File: src/rtl/mc_mem_bridge_if.sv
// Bus bundle for mc_mem_bridge: upstream request/response side
// and downstream quadword memory side.
interface mc_mem_bridge_if;
    logic        ACT;
    logic        CMD;
    logic [1:0]  SIZE;
    logic [44:0] ADDRESS;
    logic [31:0] DTo;
    logic        NEXT;
    logic        DRDY;
    logic [31:0] DTi;
    logic        MACT;
    logic        MCMD;
    logic [41:0] MADDR;
    logic [7:0]  MBE;
    logic [63:0] MDTo;
    logic        MNEXT;
    logic        MDRDY;
    logic [63:0] MDTi;

    modport slave (
        input  ACT, CMD, SIZE, ADDRESS, DTo, MNEXT, MDRDY, MDTi,
        output NEXT, DRDY, DTi, MACT, MCMD, MADDR, MBE, MDTo
    );

    modport master (
        output ACT, CMD, SIZE, ADDRESS, DTo, MNEXT, MDRDY, MDTi,
        input  NEXT, DRDY, DTi, MACT, MCMD, MADDR, MBE, MDTo
    );
endinterface

File: src/rtl/mc_mem_bridge.sv
// Narrow (8/16/32-bit) request to 64-bit quadword memory bridge
// with in-order request queue and outstanding-read tracking.
module mc_mem_bridge #(
    parameter int QDEPTH = 2,
    parameter int RDEPTH = 4
) (
    input logic            CLK,
    input logic            RESET,
    mc_mem_bridge_if.slave bus
);
    localparam int QAW = (QDEPTH > 1) ? $clog2(QDEPTH) : 1;
    localparam int RAW = (RDEPTH > 1) ? $clog2(RDEPTH) : 1;
    localparam int CW  = $clog2(RDEPTH + 1);

    logic [QAW:0]   q_wr, q_rd;
    logic [QAW-1:0] q_wi, q_ri;
    logic           q_cmd  [QDEPTH];
    logic [41:0]    q_addr [QDEPTH];
    logic [7:0]     q_be   [QDEPTH];
    logic [63:0]    q_data [QDEPTH];
    logic [2:0]     q_lane [QDEPTH];
    logic [1:0]     q_size [QDEPTH];

    logic [RAW:0]   t_wr, t_rd;
    logic [RAW-1:0] t_wi, t_ri;
    logic [2:0]     t_lane [RDEPTH];
    logic [1:0]     t_size [RDEPTH];

    logic [CW-1:0]  cnt;
    logic           q_empty, q_full, push, pop, mact;
    logic           rd_issue, rd_ret;
    logic           ERR_SPUR;
    logic [2:0]     lane;
    logic [7:0]     be;
    logic [63:0]    wdata;
    logic [63:0]    shifted;
    logic [31:0]    rdata;
    logic           drdy_q;
    logic [31:0]    dti_q;

    // Wrap index at depth and flip the extra lap bit.
    function automatic logic [QAW:0] q_inc(input logic [QAW:0] p);
        if (p[QAW-1:0] == QAW'(QDEPTH - 1))
            return {~p[QAW], {QAW{1'b0}}};
        return p + {{QAW{1'b0}}, 1'b1};
    endfunction

    function automatic logic [RAW:0] t_inc(input logic [RAW:0] p);
        if (p[RAW-1:0] == RAW'(RDEPTH - 1))
            return {~p[RAW], {RAW{1'b0}}};
        return p + {{RAW{1'b0}}, 1'b1};
    endfunction

    assign q_wi    = q_wr[QAW-1:0];
    assign q_ri    = q_rd[QAW-1:0];
    assign t_wi    = t_wr[RAW-1:0];
    assign t_ri    = t_rd[RAW-1:0];
    assign q_empty = (q_wr == q_rd);
    assign q_full  = (q_wi == q_ri) && (q_wr[QAW] != q_rd[QAW]);

    assign push     = bus.ACT & ~q_full;
    assign mact     = ~q_empty & (~q_cmd[q_ri] | (cnt < CW'(RDEPTH)));
    assign pop      = mact & bus.MNEXT;
    assign rd_issue = pop & q_cmd[q_ri];
    assign rd_ret   = bus.MDRDY & (cnt != '0);

    assign bus.NEXT  = push;
    assign bus.MACT  = mact;
    assign bus.MCMD  = ~q_empty & q_cmd[q_ri];
    assign bus.MADDR = q_empty ? '0 : q_addr[q_ri];
    assign bus.MBE   = q_empty ? '0 : q_be[q_ri];
    assign bus.MDTo  = q_empty ? '0 : q_data[q_ri];
    assign bus.DRDY  = drdy_q;
    assign bus.DTi   = dti_q;

    always_comb begin
        lane  = bus.ADDRESS[2:0];
        be    = '0;
        wdata = '0;
        unique case (1'b1)
            (bus.SIZE == 2'b00): begin
                lane  = bus.ADDRESS[2:0];
                be    = 8'h01 << lane;
                wdata = {8{bus.DTo[7:0]}};
            end
            (bus.SIZE == 2'b01): begin
                lane  = {bus.ADDRESS[2:1], 1'b0};
                be    = 8'h03 << lane;
                wdata = {4{bus.DTo[15:0]}};
            end
            bus.SIZE[1]: begin
                lane  = {bus.ADDRESS[2], 2'b00};
                be    = 8'h0F << lane;
                wdata = {2{bus.DTo}};
            end
        endcase
    end

    always_comb begin
        shifted = bus.MDTi >> {t_lane[t_ri], 3'b000};
        rdata   = '0;
        unique case (1'b1)
            (t_size[t_ri] == 2'b00): rdata = {24'b0, shifted[7:0]};
            (t_size[t_ri] == 2'b01): rdata = {16'b0, shifted[15:0]};
            t_size[t_ri][1]:         rdata = shifted[31:0];
        endcase
    end

    always_ff @(posedge CLK) begin
        if (push) begin
            q_cmd[q_wi]  <= bus.CMD;
            q_addr[q_wi] <= bus.ADDRESS[44:3];
            q_be[q_wi]   <= be;
            q_data[q_wi] <= wdata;
            q_lane[q_wi] <= lane;
            q_size[q_wi] <= bus.SIZE;
        end
        if (rd_issue) begin
            t_lane[t_wi] <= q_lane[q_ri];
            t_size[t_wi] <= q_size[q_ri];
        end
    end

    always_ff @(posedge CLK or negedge RESET) begin
        if (!RESET) begin
            q_wr     <= '0;
            q_rd     <= '0;
            t_wr     <= '0;
            t_rd     <= '0;
            cnt      <= '0;
            ERR_SPUR <= 1'b0;
            drdy_q   <= 1'b0;
            dti_q    <= '0;
        end else begin
            if (push)     q_wr <= q_inc(q_wr);
            if (pop)      q_rd <= q_inc(q_rd);
            if (rd_issue) t_wr <= t_inc(t_wr);
            if (rd_ret)   t_rd <= t_inc(t_rd);
            if (rd_issue && !rd_ret)
                cnt <= cnt + CW'(1);
            else if (!rd_issue && rd_ret)
                cnt <= cnt - CW'(1);
            if (bus.MDRDY && cnt == '0)
                ERR_SPUR <= 1'b1;
            drdy_q <= rd_ret;
            if (rd_ret)
                dti_q <= rdata;
        end
    end
endmodule

File: src/flat_wrapper.sv
// flat-port wrapper written by rule: the top's interface ports become plain ports
module mc_mem_bridge_flat 
#(
    parameter int QDEPTH = 2,
    parameter int RDEPTH = 4
)
  (CLK, RESET, bus_ACT, bus_CMD, bus_SIZE, bus_ADDRESS, bus_DTo, bus_MNEXT, bus_MDRDY, bus_MDTi, bus_NEXT, bus_DRDY, bus_DTi, bus_MACT, bus_MCMD, bus_MADDR, bus_MBE, bus_MDTo);
  mc_mem_bridge_if bus_i ();
  input logic CLK;
  input logic RESET;
  input wire logic [$bits(bus_i.ACT)-1:0] bus_ACT;
  input wire logic [$bits(bus_i.CMD)-1:0] bus_CMD;
  input wire logic [$bits(bus_i.SIZE)-1:0] bus_SIZE;
  input wire logic [$bits(bus_i.ADDRESS)-1:0] bus_ADDRESS;
  input wire logic [$bits(bus_i.DTo)-1:0] bus_DTo;
  input wire logic [$bits(bus_i.MNEXT)-1:0] bus_MNEXT;
  input wire logic [$bits(bus_i.MDRDY)-1:0] bus_MDRDY;
  input wire logic [$bits(bus_i.MDTi)-1:0] bus_MDTi;
  output wire logic [$bits(bus_i.NEXT)-1:0] bus_NEXT;
  output wire logic [$bits(bus_i.DRDY)-1:0] bus_DRDY;
  output wire logic [$bits(bus_i.DTi)-1:0] bus_DTi;
  output wire logic [$bits(bus_i.MACT)-1:0] bus_MACT;
  output wire logic [$bits(bus_i.MCMD)-1:0] bus_MCMD;
  output wire logic [$bits(bus_i.MADDR)-1:0] bus_MADDR;
  output wire logic [$bits(bus_i.MBE)-1:0] bus_MBE;
  output wire logic [$bits(bus_i.MDTo)-1:0] bus_MDTo;
  assign bus_i.ACT = bus_ACT;
  assign bus_i.CMD = bus_CMD;
  assign bus_i.SIZE = bus_SIZE;
  assign bus_i.ADDRESS = bus_ADDRESS;
  assign bus_i.DTo = bus_DTo;
  assign bus_i.MNEXT = bus_MNEXT;
  assign bus_i.MDRDY = bus_MDRDY;
  assign bus_i.MDTi = bus_MDTi;
  assign bus_NEXT = bus_i.NEXT;
  assign bus_DRDY = bus_i.DRDY;
  assign bus_DTi = bus_i.DTi;
  assign bus_MACT = bus_i.MACT;
  assign bus_MCMD = bus_i.MCMD;
  assign bus_MADDR = bus_i.MADDR;
  assign bus_MBE = bus_i.MBE;
  assign bus_MDTo = bus_i.MDTo;
  mc_mem_bridge #(.QDEPTH(QDEPTH), .RDEPTH(RDEPTH)) u_core (.CLK(CLK), .RESET(RESET), .bus(bus_i));
endmodule
File: config.mk
export PLATFORM = sky130hd
export DESIGN_NAME = mc_mem_bridge_flat
export DESIGN_NICKNAME = d
export VERILOG_FILES = /design/src/rtl/mc_mem_bridge_if.sv /design/src/rtl/mc_mem_bridge.sv /design/src/flat_wrapper.sv
export SDC_FILE = /design/constraint.sdc
export NUM_CORES = 1
export LEC_CHECK = 0
export CORE_ASPECT_RATIO = 1.5
export CORE_MARGIN = 3
export CORE_UTILIZATION = 35
export CTS_CLUSTER_SIZE = 14
export DETAILED_ROUTE_END_ITERATION = 8
export GPL_TIMING_DRIVEN = 1
export PLACE_DENSITY = 0.62
export SLEW_MARGIN = 20
export SYNTH_ARGS = -nofsm -noshare
export SYNTH_HDL_FRONTEND = slang
export SYNTH_SLANG_ARGS = --single-unit
File: constraint.sdc
create_clock -name CLK -period 6.4 [get_ports CLK]
set_input_delay 0.96 -clock CLK [delete_from_list [all_inputs] [get_ports CLK]]
set_output_delay 0.96 -clock CLK [all_outputs]
set_load 0.05 [all_outputs]
======== Yosys cells after proc, flatten, opt, wreduce, memory -nomap -nowiden ========
Memory sizes are Yosys's and may differ from the RTL's.
Cells that the tools add are included.
operators by class
  equality and inequality tests ........... 7
  shift-type cells ........................ 4
  reductions and logical operators ........ 9
  multiplexer cells ....................... 29
  $lt $le $gt $ge ......................... 1
  bitwise gates (word level) .............. 14
  add/sub/neg operators ................... 6
operator list
  cell                 number
  $pmux 64 s3          1
  $pmux 32 s3          1
  $mux 64              1
  $shr 64x6->32        1
  $mux 42              1
  $pmux 8 s3           1
  $mux 3               6
  $mux 1               12
  $add 3x1->3 const B  3
  $pmux 3 s3           1
  $mux 2               4
  $mux 8               1
  $shl 1x3->8 const A  1
  $shl 2x3->8 const A  1
  $shl 4x3->8 const A  1
  $not 1->1            7
  $and 1x1->1          6
  $add 2x1->2 const B  2
  $eq 2x1->1 const B   2
  $eq 2x2->1 const B   2
  $logic_not 2->1      2
  $logic_and 1x1->1    3
  $lt 3x3->1 const B   1
  $reduce_bool 3->1    1
  other kinds (7)      8
word-level totals
  memory bits (writable) .................. 260
  input port bits ......................... 149
  output and inout port bits .............. 150
  memories ................................ 8
  flip-flop bits (word level) ............. 46
memories
  name             words  bits a word  read ports  clocked after Yosys merged registers in  write ports  RTL line             source
  u_core.q_data    2      64           1           0                                        1            mc_mem_bridge.sv:20  logic [63:0] q_data [QDEPTH];
  u_core.q_addr    2      42           1           0                                        1            mc_mem_bridge.sv:18  logic [41:0] q_addr [QDEPTH];
  u_core.q_be      2      8            1           0                                        1            mc_mem_bridge.sv:19  logic [7:0] q_be [QDEPTH];
  u_core.t_lane    4      3            1           0                                        1            mc_mem_bridge.sv:26  logic [2:0] t_lane [RDEPTH];
  u_core.t_size    4      2            1           0                                        1            mc_mem_bridge.sv:27  logic [1:0] t_size [RDEPTH];
  u_core.q_lane    2      3            1           0                                        1            mc_mem_bridge.sv:21  logic [2:0] q_lane [QDEPTH];
  2 more memories  n/a    n/a          n/a         n/a                                      n/a          n/a

======== Depth between registers and ports, before layout ========
An unclocked memory read counts as a cell.
  word-level depth ........................ 10
  gate-level depth with buffers ........... 10
  mapped depth without buffers ............ 9

======== Least setup slack after synthesis ========
No wires, ideal clock.
  kind .................................... input -> register
  start ................................... input port bus_ACT
  end ..................................... memory u_core.q_addr[1][0], enable pin
  stages .................................. 2
  arrival ................................. 4,816 ps
  setup slack ............................. 1,046 ps
  path through ............................ o21ai_0 -> nor2_1
between the ends
  word-level cells in the longest chain between the ends .. 3
RTL lines
  item                          RTL line              source
  from (decl)                   flat_wrapper.sv:11    input wire logic [$bits(bus_i.ACT)-1:0] bus_ACT;
  $and 1x1->1                   mc_mem_bridge.sv:61   assign push = bus.ACT & ~q_full;
  $mux 1                        mc_mem_bridge.sv:110  if (push) begin
  $mux 1 (implied by the code)  mc_mem_bridge.sv:112  q_addr[q_wi] <= bus.ADDRESS[44:3];
  to (decl)                     mc_mem_bridge.sv:18
No other way between the ends.

======== Worst setup path after layout ========
  start ................................... register u_core.q_rd[0]
  end ..................................... output port bus_MDTo[13]
between the ends
  word-level cells in the longest chain between the ends .. 2
  elaborated cells between the ends (all ways) .. 3
  those cells by class .................... 1 x eq/ne; 1 x mux; 1 x memory
RTL lines
  item                                               RTL line              source
  from (decl)                                        mc_mem_bridge.sv:15   logic [QAW:0] q_wr, q_rd;
  from (signal assigned)                             mc_mem_bridge.sv:136  if (pop) q_rd <= q_inc(q_rd);
  $mem_v2 2x64 / $eq 2x2->1 (equally long branches)  n/a
  $mux 64 *                                          mc_mem_bridge.sv:72   assign bus.MDTo = q_empty ? '0 : q_data[q_ri];
  to (decl)                                          flat_wrapper.sv:26    output wire logic [$bits(bus_i.MDTo)-1:0] bus_MDTo;
Mark *: on every way between the ends. The rest lies on a longest branch, timed or not.

==> summary.md <==
| Metric | Value |
|---|---|
| Status | `completed` |
| Max-cap viol count | `0` |
| Residual DRC count | `0` |
| Most common cell after layout, fill and taps aside | `clkdlybuf4s50_1` |
| Synthesized flop and latch total | `240` |
| Commonest cells after routing, fill and taps aside | `clkdlybuf4s50_1, edfxtp_1, mux2i_1` |
| Routed Wire Length | `29400 um` |
| Fmax | `222 MHz` |
| Root buffer selected by CTS | `clkbuf_16` |
| Slew headroom | `0.326` |
| CP endpoint kind | `primary output` |
| Post-Route Skew | `0.0165 ns` |
| Synthesis-to-finish area growth | `35.9%` |
| N_diodes | `0` |
| Required time worst endpoint | `5.44 ns` |
| Top-Level Pins | `299` |
| Syn nets | `982` |
| Share of the synthesized area in the top cell type | `0.528` |
| CP startpoint kind | `flip-flop` |
| Tmin final | `4.50 ns` |
| Clk sink count | `240` |
| Vias in the first global route | `8064` |
| GR Util All Layers | `0.167` |
| Chip Width | `152 um` |
| Final Cell Area | `15100 sq um` |
| Sequential share of the synthesized area | `0.627` |
| Initial antenna violation count | `0` |
| Critical Path Max Stage Delay | `0.95 ns` |
| Gate Count Post-Synth | `826` |
| Largest area contributor in the netlist | `edfxtp_1` |
| Dpl hpwl | `20000 um` |
| Setup TNS | `0 ns` |
| CP max-delay cell | `dfrtp_4` |
| Gr ovfl total | `0` |
| Worst-Skew Late Latency | `0.53 ns` |
| DR vias/cell | `5.10` |
| CTS Buffer Depth | `3` |
| Initial DRC count | `349` |
| Warnings from Yosys | `0` |
| Core Area | `31200 sq um` |
| Die area | `34000 sq um` |
| Slew Limit Fails | `0` |
| Final antenna-violating net count | `0` |
| Initial Util | `0.357` |
| Final setup viols | `0` |
| Final nets | `1235` |
| First-pass DRT Iterations | `4` |
| DR vias | `7674` |
| Avg Inst Size Synth | `13.5 sq um` |
| Mapped Area | `11100 sq um` |
| CP Data Arrival Time | `3.54 ns` |
| Post-CTS Setup Repair Bufs | `0` |
| Cts hold-fix bufs | `0` |
| Final Wtd Congestion | `0.778` |
| Post-CTS sizing | `0` |
| RSZ-0062 raised after global routing | `no` |
| WP buf/inv | `2` |
| Pin count of the biggest net entering global routing | `65` |
| Total CTS buffers | `26` |
| Crit Path Category | `flip-flop to primary output` |
| Area contributors post-synth | `edfxtp_1, mux2i_1, dfrtp_1` |
| Port Buffers | `298` |
| Clock tree from TritonCTS | `done` |
| Post-Place Cell Area | `14200 sq um` |
| # rows | `79` |
| Hold Fails Final Rpt | `0` |
| Reg clk slew, reported paths | `0.06 ns` |
| Crit path cell chain | `buf_4 > mux2i_1 > nor2_1 > clkdlybuf4s50_1` |
| First-pass GRT wire length | `44500 um` |
| Slew @ Worst Pin | `1.01 ns` |
| Die Ht | `224 um` |
| CTS H-tree depth | `1` |
| Delay-heaviest family, CP | `buffers and inverters` |
| Crit share post-route | `0.703` |
| Share of cells above drive strength 1 | `0.0828` |
| Maximum fanout along the worst path | `46` |
| WL per Instance | `19.6 um` |
| Netlist cell types | `36` |
| HP Class | `flip-flop to flip-flop` |
final cells by class:
| type | count | area (sq um) |
|---|---|---|
| fill | 2837 | 16100 |
| sequential | 240 | 6990 |
| multi-input combinational | 493 | 3660 |
| timing repair buffer | 309 | 3060 |
| clock buffer | 31 | 691 |
| tap | 405 | 507 |
| clock inverter | 17 | 194 |
| inverter | 9 | 33.8 |
state kept, by name (all words and copies together) (netlist names), 4 cells and up:
register,count
u_core.t_size,8
u_core.t_lane,12
u_core.q_be,16
u_core.q_lane,6
u_core.bus.DTi,32
u_core.q_size,4
u_core.q_data,64
u_core.q_addr,84
tightest hold or removal path, delay by kind of cell (launching register included):
kind,cells,cell delay [ns]
flops,1,0.34
simple gates,2,0.10
final timing paths:
kind,slack (ns),endpoint,start,depth (start not counted)
min reg2reg,0.48,u_core.bus.DTi[3]$_DFFE_PN0P_,u_core.bus.DTi[3]$_DFFE_PN0P_,2
max,1.90,bus_MDTo[13],u_core.q_rd[0]$_DFFE_PN0N_,4
min,0.48,u_core.bus.DTi[3]$_DFFE_PN0P_,u_core.bus.DTi[3]$_DFFE_PN0P_,2
min in group asynchronous,0.53,u_core.bus.DTi[25]$_DFFE_PN0P_,RESET,2
max in group asynchronous,5.36,u_core.q_rd[0]$_DFFE_PN0N_,RESET,2
max reg2reg,2.77,u_core.cnt[2]$_DFFE_PN0P_,u_core.q_rd[0]$_DFFE_PN0N_,9
stage by stage:
step           hold WS, ns   util  setup WS, ns  instances
2_1_floorplan        0.498      -          1.05        826
4_1_cts              0.479  0.484          1.82       1504
5_1_grt              0.506  0.484          1.71       1504
6_report             0.476  0.484          1.90       1504
3_3_place_gp         0.460  0.456          2.39       1456
3_5_place_dp         0.463  0.456          2.43       1456
cell families after synthesis:
family | after synthesis | share of synthesized area
buffers and inverters | 93 | 0.0470
AND/OR/NAND/NOR | 166 | 0.0616
adder cells (fa/ha/maj) | 7 | 0.00854
AO/OA/AOI/OAI | 135 | 0.0821
flip-flops | 240 | 0.627
XOR/XNOR | 9 | 0.00708
multiplexers | 176 | 0.166
per-layer routing:
layer | vias to the layer above | GRT usage | part of all wire | wire length (um)
met5 | - | 0 | 0 | 0
met4 | 0 | 0.0418 | 0.019 | 563
met3 | 39 | 0.0417 | 0.085 | 2520
met2 | 318 | 0.294 | 0.51 | 15000
met1 | 3739 | 0.204 | 0.39 | 11300
li1 | 3578 | - | - | -
Yosys cell counts (all sizes together):
cell type	count
edfxtp	196
mux2i	147
nor2	95
buf	55
nand2	45
dfrtp	44
a21oi	35
o21ai	30
clkbuf	29
mux2	24
o22ai	24
a22o	16
inv	9
a221o	8
a221oi	8
nand3	8
o2111a	8
ha	6
nor2b	6
and2	5
mux4	5
xor2	5
a22oi	4
xnor2	4
nand2b	3
nor3	2
or2	2
a21o	1
fa	1
o31ai	1
Power is not shown: default switching activity piles up to over one toggle a cycle in this logic, so the estimate is an artifact.
